$ cat config.mk
export PLATFORM = sky130hd
export DESIGN_NAME = data_cache
export DESIGN_NICKNAME = d
export VERILOG_FILES = /design/src/rtl/data_cache.sv
export SDC_FILE = /design/constraint.sdc
export NUM_CORES = 2
export LEC_CHECK = 0
export BUFFER_PORTS_ARGS = -buffer_cell sky130_fd_sc_hd__buf_2
export CAP_MARGIN = 25
export CORE_AREA = 2 2 679 546
export CTS_BUF_LIST = sky130_fd_sc_hd__clkbuf_16
export DETAILED_ROUTE_END_ITERATION = 16
export DIE_AREA = 0 0 681 548
export SYNTH_ARGS = -nofsm -noshare
export SYNTH_HDL_FRONTEND = slang
export SYNTH_SLANG_ARGS = --single-unit
$ cat constraint.sdc
create_clock -name clk -period 4.1 [get_ports clk]
set_input_delay 0.41 -clock clk [delete_from_list [all_inputs] [get_ports clk]]
set_output_delay 0.41 -clock clk [all_outputs]
set_load 0.01 [all_outputs]
$ cat src/rtl/data_cache.sv
// data_cache: direct-mapped, one-word-per-line, write-through / no-allocate data cache.
// Latency: read hit returns data the cycle after the request; misses and writes stall until memory completes.
// Backpressure: stall holds the CPU while a memory request is pending; mem_req_* stay stable until mem_req_ready.
//
// Ports:
//   clk, reset            rising-edge clock, asynchronous active-low reset
//   dcache_addr/we/re/din CPU request (byte address, byte write mask, read strobe, write data)
//   dcache_dout, stall    read data (held until the next read completes), CPU hold
//   mem_req_*             single outstanding request to backing memory (word address)
//   mem_resp_valid/data   read response, only consumed while waiting for a fill
module data_cache #(
  parameter int LINES = 64
) (
  input  logic        clk,
  input  logic        reset,
  input  logic [31:0] dcache_addr,
  input  logic [3:0]  dcache_we,
  input  logic        dcache_re,
  input  logic [31:0] dcache_din,
  output logic [31:0] dcache_dout,
  output logic        stall,
  output logic        mem_req_valid,
  input  logic        mem_req_ready,
  output logic        mem_req_rw,
  output logic [29:0] mem_req_addr,
  output logic [31:0] mem_req_data,
  output logic [3:0]  mem_req_mask,
  input  logic        mem_resp_valid,
  input  logic [31:0] mem_resp_data
);

  localparam int IDX  = $clog2(LINES);
  localparam int TAGW = 30 - IDX;

  localparam logic [1:0] S_IDLE    = 2'd0;
  localparam logic [1:0] S_RD_REQ  = 2'd1;
  localparam logic [1:0] S_RD_WAIT = 2'd2;
  localparam logic [1:0] S_WR_REQ  = 2'd3;

  logic [1:0]       state_q, state_d;
  logic [LINES-1:0] valid_q;
  logic [TAGW-1:0]  tag_q  [LINES];
  logic [31:0]      data_q [LINES];

  // Registered request: word address, write data and mask of the accepted access.
  logic [29:0] req_waddr_q;
  logic [31:0] req_din_q;
  logic [3:0]  req_we_q;
  logic [31:0] dout_q;

  // Byte offset is irrelevant for a word-organised cache.
  logic unused_addr_bits;
  assign unused_addr_bits = ^dcache_addr[1:0];

  logic [IDX-1:0]  in_idx;
  logic [TAGW-1:0] in_tag;
  logic            in_hit;
  logic            accept;
  logic            wr_req;
  logic            rd_req;
  logic            fill;
  logic [IDX-1:0]  req_idx;
  logic [TAGW-1:0] req_tag;

  assign in_idx  = dcache_addr[IDX+1:2];
  assign in_tag  = dcache_addr[31:IDX+2];
  assign in_hit  = valid_q[in_idx] && (tag_q[in_idx] == in_tag);

  // Inputs are only looked at while the cache is idle (stall low); writes win over reads.
  assign accept  = (state_q == S_IDLE);
  assign wr_req  = accept && (dcache_we != 4'b0000);
  assign rd_req  = accept && dcache_re && (dcache_we == 4'b0000);

  assign req_idx = req_waddr_q[IDX-1:0];
  assign req_tag = req_waddr_q[29:IDX];
  assign fill    = (state_q == S_RD_WAIT) && mem_resp_valid;

  always_comb begin
    state_d = state_q;
    case (state_q)
      S_IDLE: begin
        if (wr_req) begin
          state_d = S_WR_REQ;
        end else if (rd_req && !in_hit) begin
          state_d = S_RD_REQ;
        end
      end
      S_RD_REQ:  if (mem_req_ready)  state_d = S_RD_WAIT;
      S_RD_WAIT: if (mem_resp_valid) state_d = S_IDLE;
      S_WR_REQ:  if (mem_req_ready)  state_d = S_IDLE;
      default:                       state_d = S_IDLE;
    endcase
  end

  always_ff @(posedge clk or negedge reset) begin
    if (!reset) begin
      state_q     <= S_IDLE;
      valid_q     <= '0;
      req_waddr_q <= '0;
      req_din_q   <= '0;
      req_we_q    <= '0;
      dout_q      <= '0;
    end else begin
      state_q <= state_d;
      if (wr_req || rd_req) begin
        req_waddr_q <= dcache_addr[31:2];
        req_din_q   <= dcache_din;
        req_we_q    <= dcache_we;
      end
      if (rd_req && in_hit) begin
        dout_q <= data_q[in_idx];
      end
      if (fill) begin
        valid_q[req_idx] <= 1'b1;
        dout_q           <= mem_resp_data;
      end
    end
  end

  // Tag and data arrays carry no reset; the valid bits alone qualify them.
  always_ff @(posedge clk) begin
    if (wr_req && in_hit) begin
      for (int b = 0; b < 4; b++) begin
        if (dcache_we[b]) begin
          data_q[in_idx][8*b +: 8] <= dcache_din[8*b +: 8];
        end
      end
    end
    if (fill) begin
      tag_q[req_idx]  <= req_tag;
      data_q[req_idx] <= mem_resp_data;
    end
  end

  // Everything below derives from registered state, so requests are stable under backpressure.
  assign stall         = (state_q != S_IDLE);
  assign mem_req_valid = (state_q == S_RD_REQ) || (state_q == S_WR_REQ);
  assign mem_req_rw    = (state_q == S_WR_REQ);
  assign mem_req_addr  = req_waddr_q;
  assign mem_req_data  = req_din_q;
  assign mem_req_mask  = req_we_q;
  assign dcache_dout   = dout_q;

endmodule
==> results by group <==
Clock network
  – Num CTS Buffers: 378
  – Skew-Pair Late Insertion Delay: 960 ps
  – Clk root buf: clkbuf_16
  – CTS tree: built
  – Clock sink count: 3748
  – Max H-tree Level: 5
  – Clock transition at the registers of the reported paths: 60 ps
  – Clk buf depth: 4

Power
  – VDD IR-drop max: 0.521 mV
  – Leakage power: 0.0586 µW
  – Overall power: 96600 µW
  – Pwr dens: 546 nW/µm²

Run status
  – Status: finished with violations
  – Failing checks: setup timing

Logic synthesis
  – Ys async rst share: 4.38%
  – Seq cells post-synth: 3748
  – Post-synthesis cell area: 146000 µm²
  – Syn_nets: 6882
  – Synth area leader: edfxtp_1
  – Post-synth cell types: 74
  – Number of synthesized flops with an enable pin: 3584
  – Post-Synthesis Cells: 6777
  – Top post-synthesis cells by area: edfxtp_1, mux4_2, dfrtp_1
  – Avg Inst Size Synth: 21.5 µm²
  – Sequential fraction of the synthesis area: 76.6%
  – Yosys top cell area share: 73.7%
  – Ys Warns: 0
  – Main synth FF type: edfxtp_1

Placement
  – Placed insts: 12559
  – GPL Wtd Cong: 0.952
  – Port bufs: 203
  – Detailed placement HPWL: 292000 µm

STA
  – Final worst slack: -221 ps
  – Final Cycle Share: 105%
  – Slew HR: 27.9%
  – Setup Viol. Count Final: 2036
  – Worst-margin pin slew: 1080 ps
  – RSZ-0062 raised after global routing: true
  – Clock Skew: 36.3 ps
  – Fmax: 231 MHz
  – Slew Limit Fails: 0
  – Setup TNS Final: -261240 ps
  – Hold WS: 22.1 ps
  – Final Hold Fails: 0
  – Minimum clock period: 4320 ps

Die
  – Die X-Extent: 681 µm
  – Die area: 373000 µm²
  – Top-Level Pins: 206
  – Initial core utilization: 39.8%
  – Die Y-Extent: 548 µm
  – Std-Cell Rows: 199
  – Core ar.: 366000 µm²

Cells and area
  – Layout Cells excl Fill: 13367
  – Layout cell share with drive strength beyond 1: 38.6%
  – Area of the multi-input gates: 33900 µm²
  – Layout Nets: 8226
  – Register Area: 112000 µm²
  – Number of fill cells in the layout: 29370
  – Area Overhead vs Synth: 21.3%

Global routing
  – Largest net degree at the start of global routing: 166
  – Grt total ovfl: 0
  – Total global-route track usage: 23.1%
  – Antenna violations before repair: 22
  – Vias in the first global route: 75868
  – First-pass GRT wire length: 608000 µm

Worst setup path
  – Setup crit end kind: register
  – CP startpoint: tag_q[14][12]
  – Worst Setup Path Type: register to register
  – R2r endpoint: data_q[13][14]
  – Reg2Reg Launch Point: tag_q[14][12]
  – R2R depth: 14
  – R2R setup slack: -220 ps
  – CP arrival: 4970 ps
  – CP max FO: 56
  – Startpoint Class: register
  – WP data required: 4750 ps

Route
  – Drt wl/cell: 32.7 µm
  – DRT antenna net count: 0
  – Total number of vias: 77280
  – Vias per std cell: 5.78
  – Drt drc: 0
  – Final WL: 436000 µm
  – DR pass1 iterations: 6
  – Iteration-0 DRC Markers: 10799

Hold path
  – Hold depth: 3
  – Hold_sp: mem_resp_data[26]
  – Worst Hold End: dcache_dout[26]
  – Worst hold path class: primary input to register

Run
  – Max_cap viols: 0
==> metal layers <==
| metal | track usage (%) | wire [µm] |
|---|---|---|
| met3 | 6.82 | 52100 |
| met4 | 5.85 | 12200 |
| met1 | 34.1 | 181000 |
| met2 | 33.5 | 191000 |
| met5 | 0.407 | 218 |
==> what timing repair did <==
item,4_1_cts,5_1_grt
pin swaps,21,15
endpoints found under the hold margin,150,0
hold buffers,96,0
setup endpoints to repair,2070,2078
resized for setup,46,48
setup buffers,4,2
gates cloned,1,2
==> Yosys cell counts, types with 24 or more instances <==
| cell | count |
|---|---|
| nand3_1 | 119 |
| dfrtp_1 | 164 |
| nand2_1 | 273 |
| nand3b_1 | 28 |
| o21ai_0 | 26 |
| nor2_1 | 368 |
| nor3_1 | 32 |
| mux2_2 | 91 |
| mux2i_1 | 256 |
| buf_6 | 27 |
| o22ai_1 | 36 |
| nor2b_1 | 24 |
| buf_2 | 111 |
| edfxtp_1 | 3584 |
| or2_2 | 72 |
| a21oi_1 | 29 |
| a22oi_1 | 95 |
| clkbuf_1 | 174 |
| buf_4 | 35 |
| mux4_2 | 959 |
| buf_1 | 30 |
==> metrics by stage <==
stage	worst slack (ps)	cell area, µm²	utilization (%)
floorplan	-282	147000	-
global placement	-1240	163000	44.4
detailed placement	-1160	163000	44.5
CTS	-152	177000	48.2
global route	-253	177000	48.3
finish	-221	177000	48.3
==> state kept, by name, summed over array words and instances (netlist names) <==
name,cells
mem_req_data,32
data_q,2048
mem_req_addr,30
state_q,2
valid_q,64
tag_q,1536
dcache_dout,32
mem_req_mask,4
==> placed cells by master, fill, tap and decap left out, drive strengths merged, types with 7 or more instances in the layout <==
cell type    Yosys  final
nand2          273    273
dfrtp          164    164
bufinv           0     49
mux4           959    959
nand4b           8      8
o221ai          10     10
nand3          119    119
edfxtp        3584   3584
xor2            12     12
a21oi           29     29
buf            204   1243
nor3            32     32
dlygate4sd3      0     96
inv              8     94
mux2            91     91
nand2b          10     10
o22ai           36     36
nor3b           10     10
nand3b          28     28
xnor2            9      9
o211ai           7      7
nand4            9      9
nor4            10     10
and2             9      9
o21ai           40     40
and3             9      9
nor2b           24     24
clkinv           0    156
nor2           369    369
a31oi           15     15
a221oi           8      8
a22oi           95     95
mux2i          256    256
and3b            7      7
a211oi          19     19
clkbuf         174    392
clkinvlp         0     17
or2             74     74
==> report_power, final <==
part,switching (µW),internal (µW)
Sequential,1760,46900
Combinational,8950,3920
Clock,14800,20300
==> worst max-delay path by stage <==
| stage | endpoint | cells after the start | slack (ps) |
|---|---|---|---|
| CTS | data_q[55][23] | 15 | -150 |
| finish | data_q[13][14] | 14 | -220 |
| global placement | data_q[9][16] | 17 | -1240 |
| floorplan | data_q[16][10] | 13 | -280 |
| global route | data_q[49][28] | 14 | -250 |
| detailed placement | data_q[9][22] | 17 | -1160 |
==> worst max-delay path, cell delays in order (launching register included) <==
cell and delay [ps]:
edfxtp_1 350, mux4_2 560, o221ai_2 250, o211ai_1 280, a2111oi_4 370, buf_4 190
xor2_4 170, and4b_1 240, nand4b_1 180, nor4_4 380, buf_12 210, a31oi_4 140
buf_12 250, nor2_1 180, buf_4 200
==> area by class of cell <==
| class | instances | share of cell area [%] |
|---|---|---|
| sequential | 3748 | 63.1 |
| tap | 4924 | 3.48 |
| timing repair buffer | 1342 | 7.07 |
| antenna | 5 | 0.00707 |
| inverter | 8 | 0.0219 |
| clock buffer | 389 | 5.50 |
| clock inverter | 308 | 1.61 |
| multi-input combinational | 2643 | 19.2 |
==> cell families (layout without fill, tap and decap cells) <==
family	after synthesis	count (layout)	share of synthesized area, %
DFF	3748	3748	76.6
muxes	1306	1306	17.3
and+or+nand+nor	1012	1012	3.22
buffers and inverters	386	2047	1.33
AOI/OAI and AO/OA	304	304	1.51
xor gates and xnor gates	21	21	0.126
other	0	5	0
Note: power is estimated with default switching activity, not from simulation.
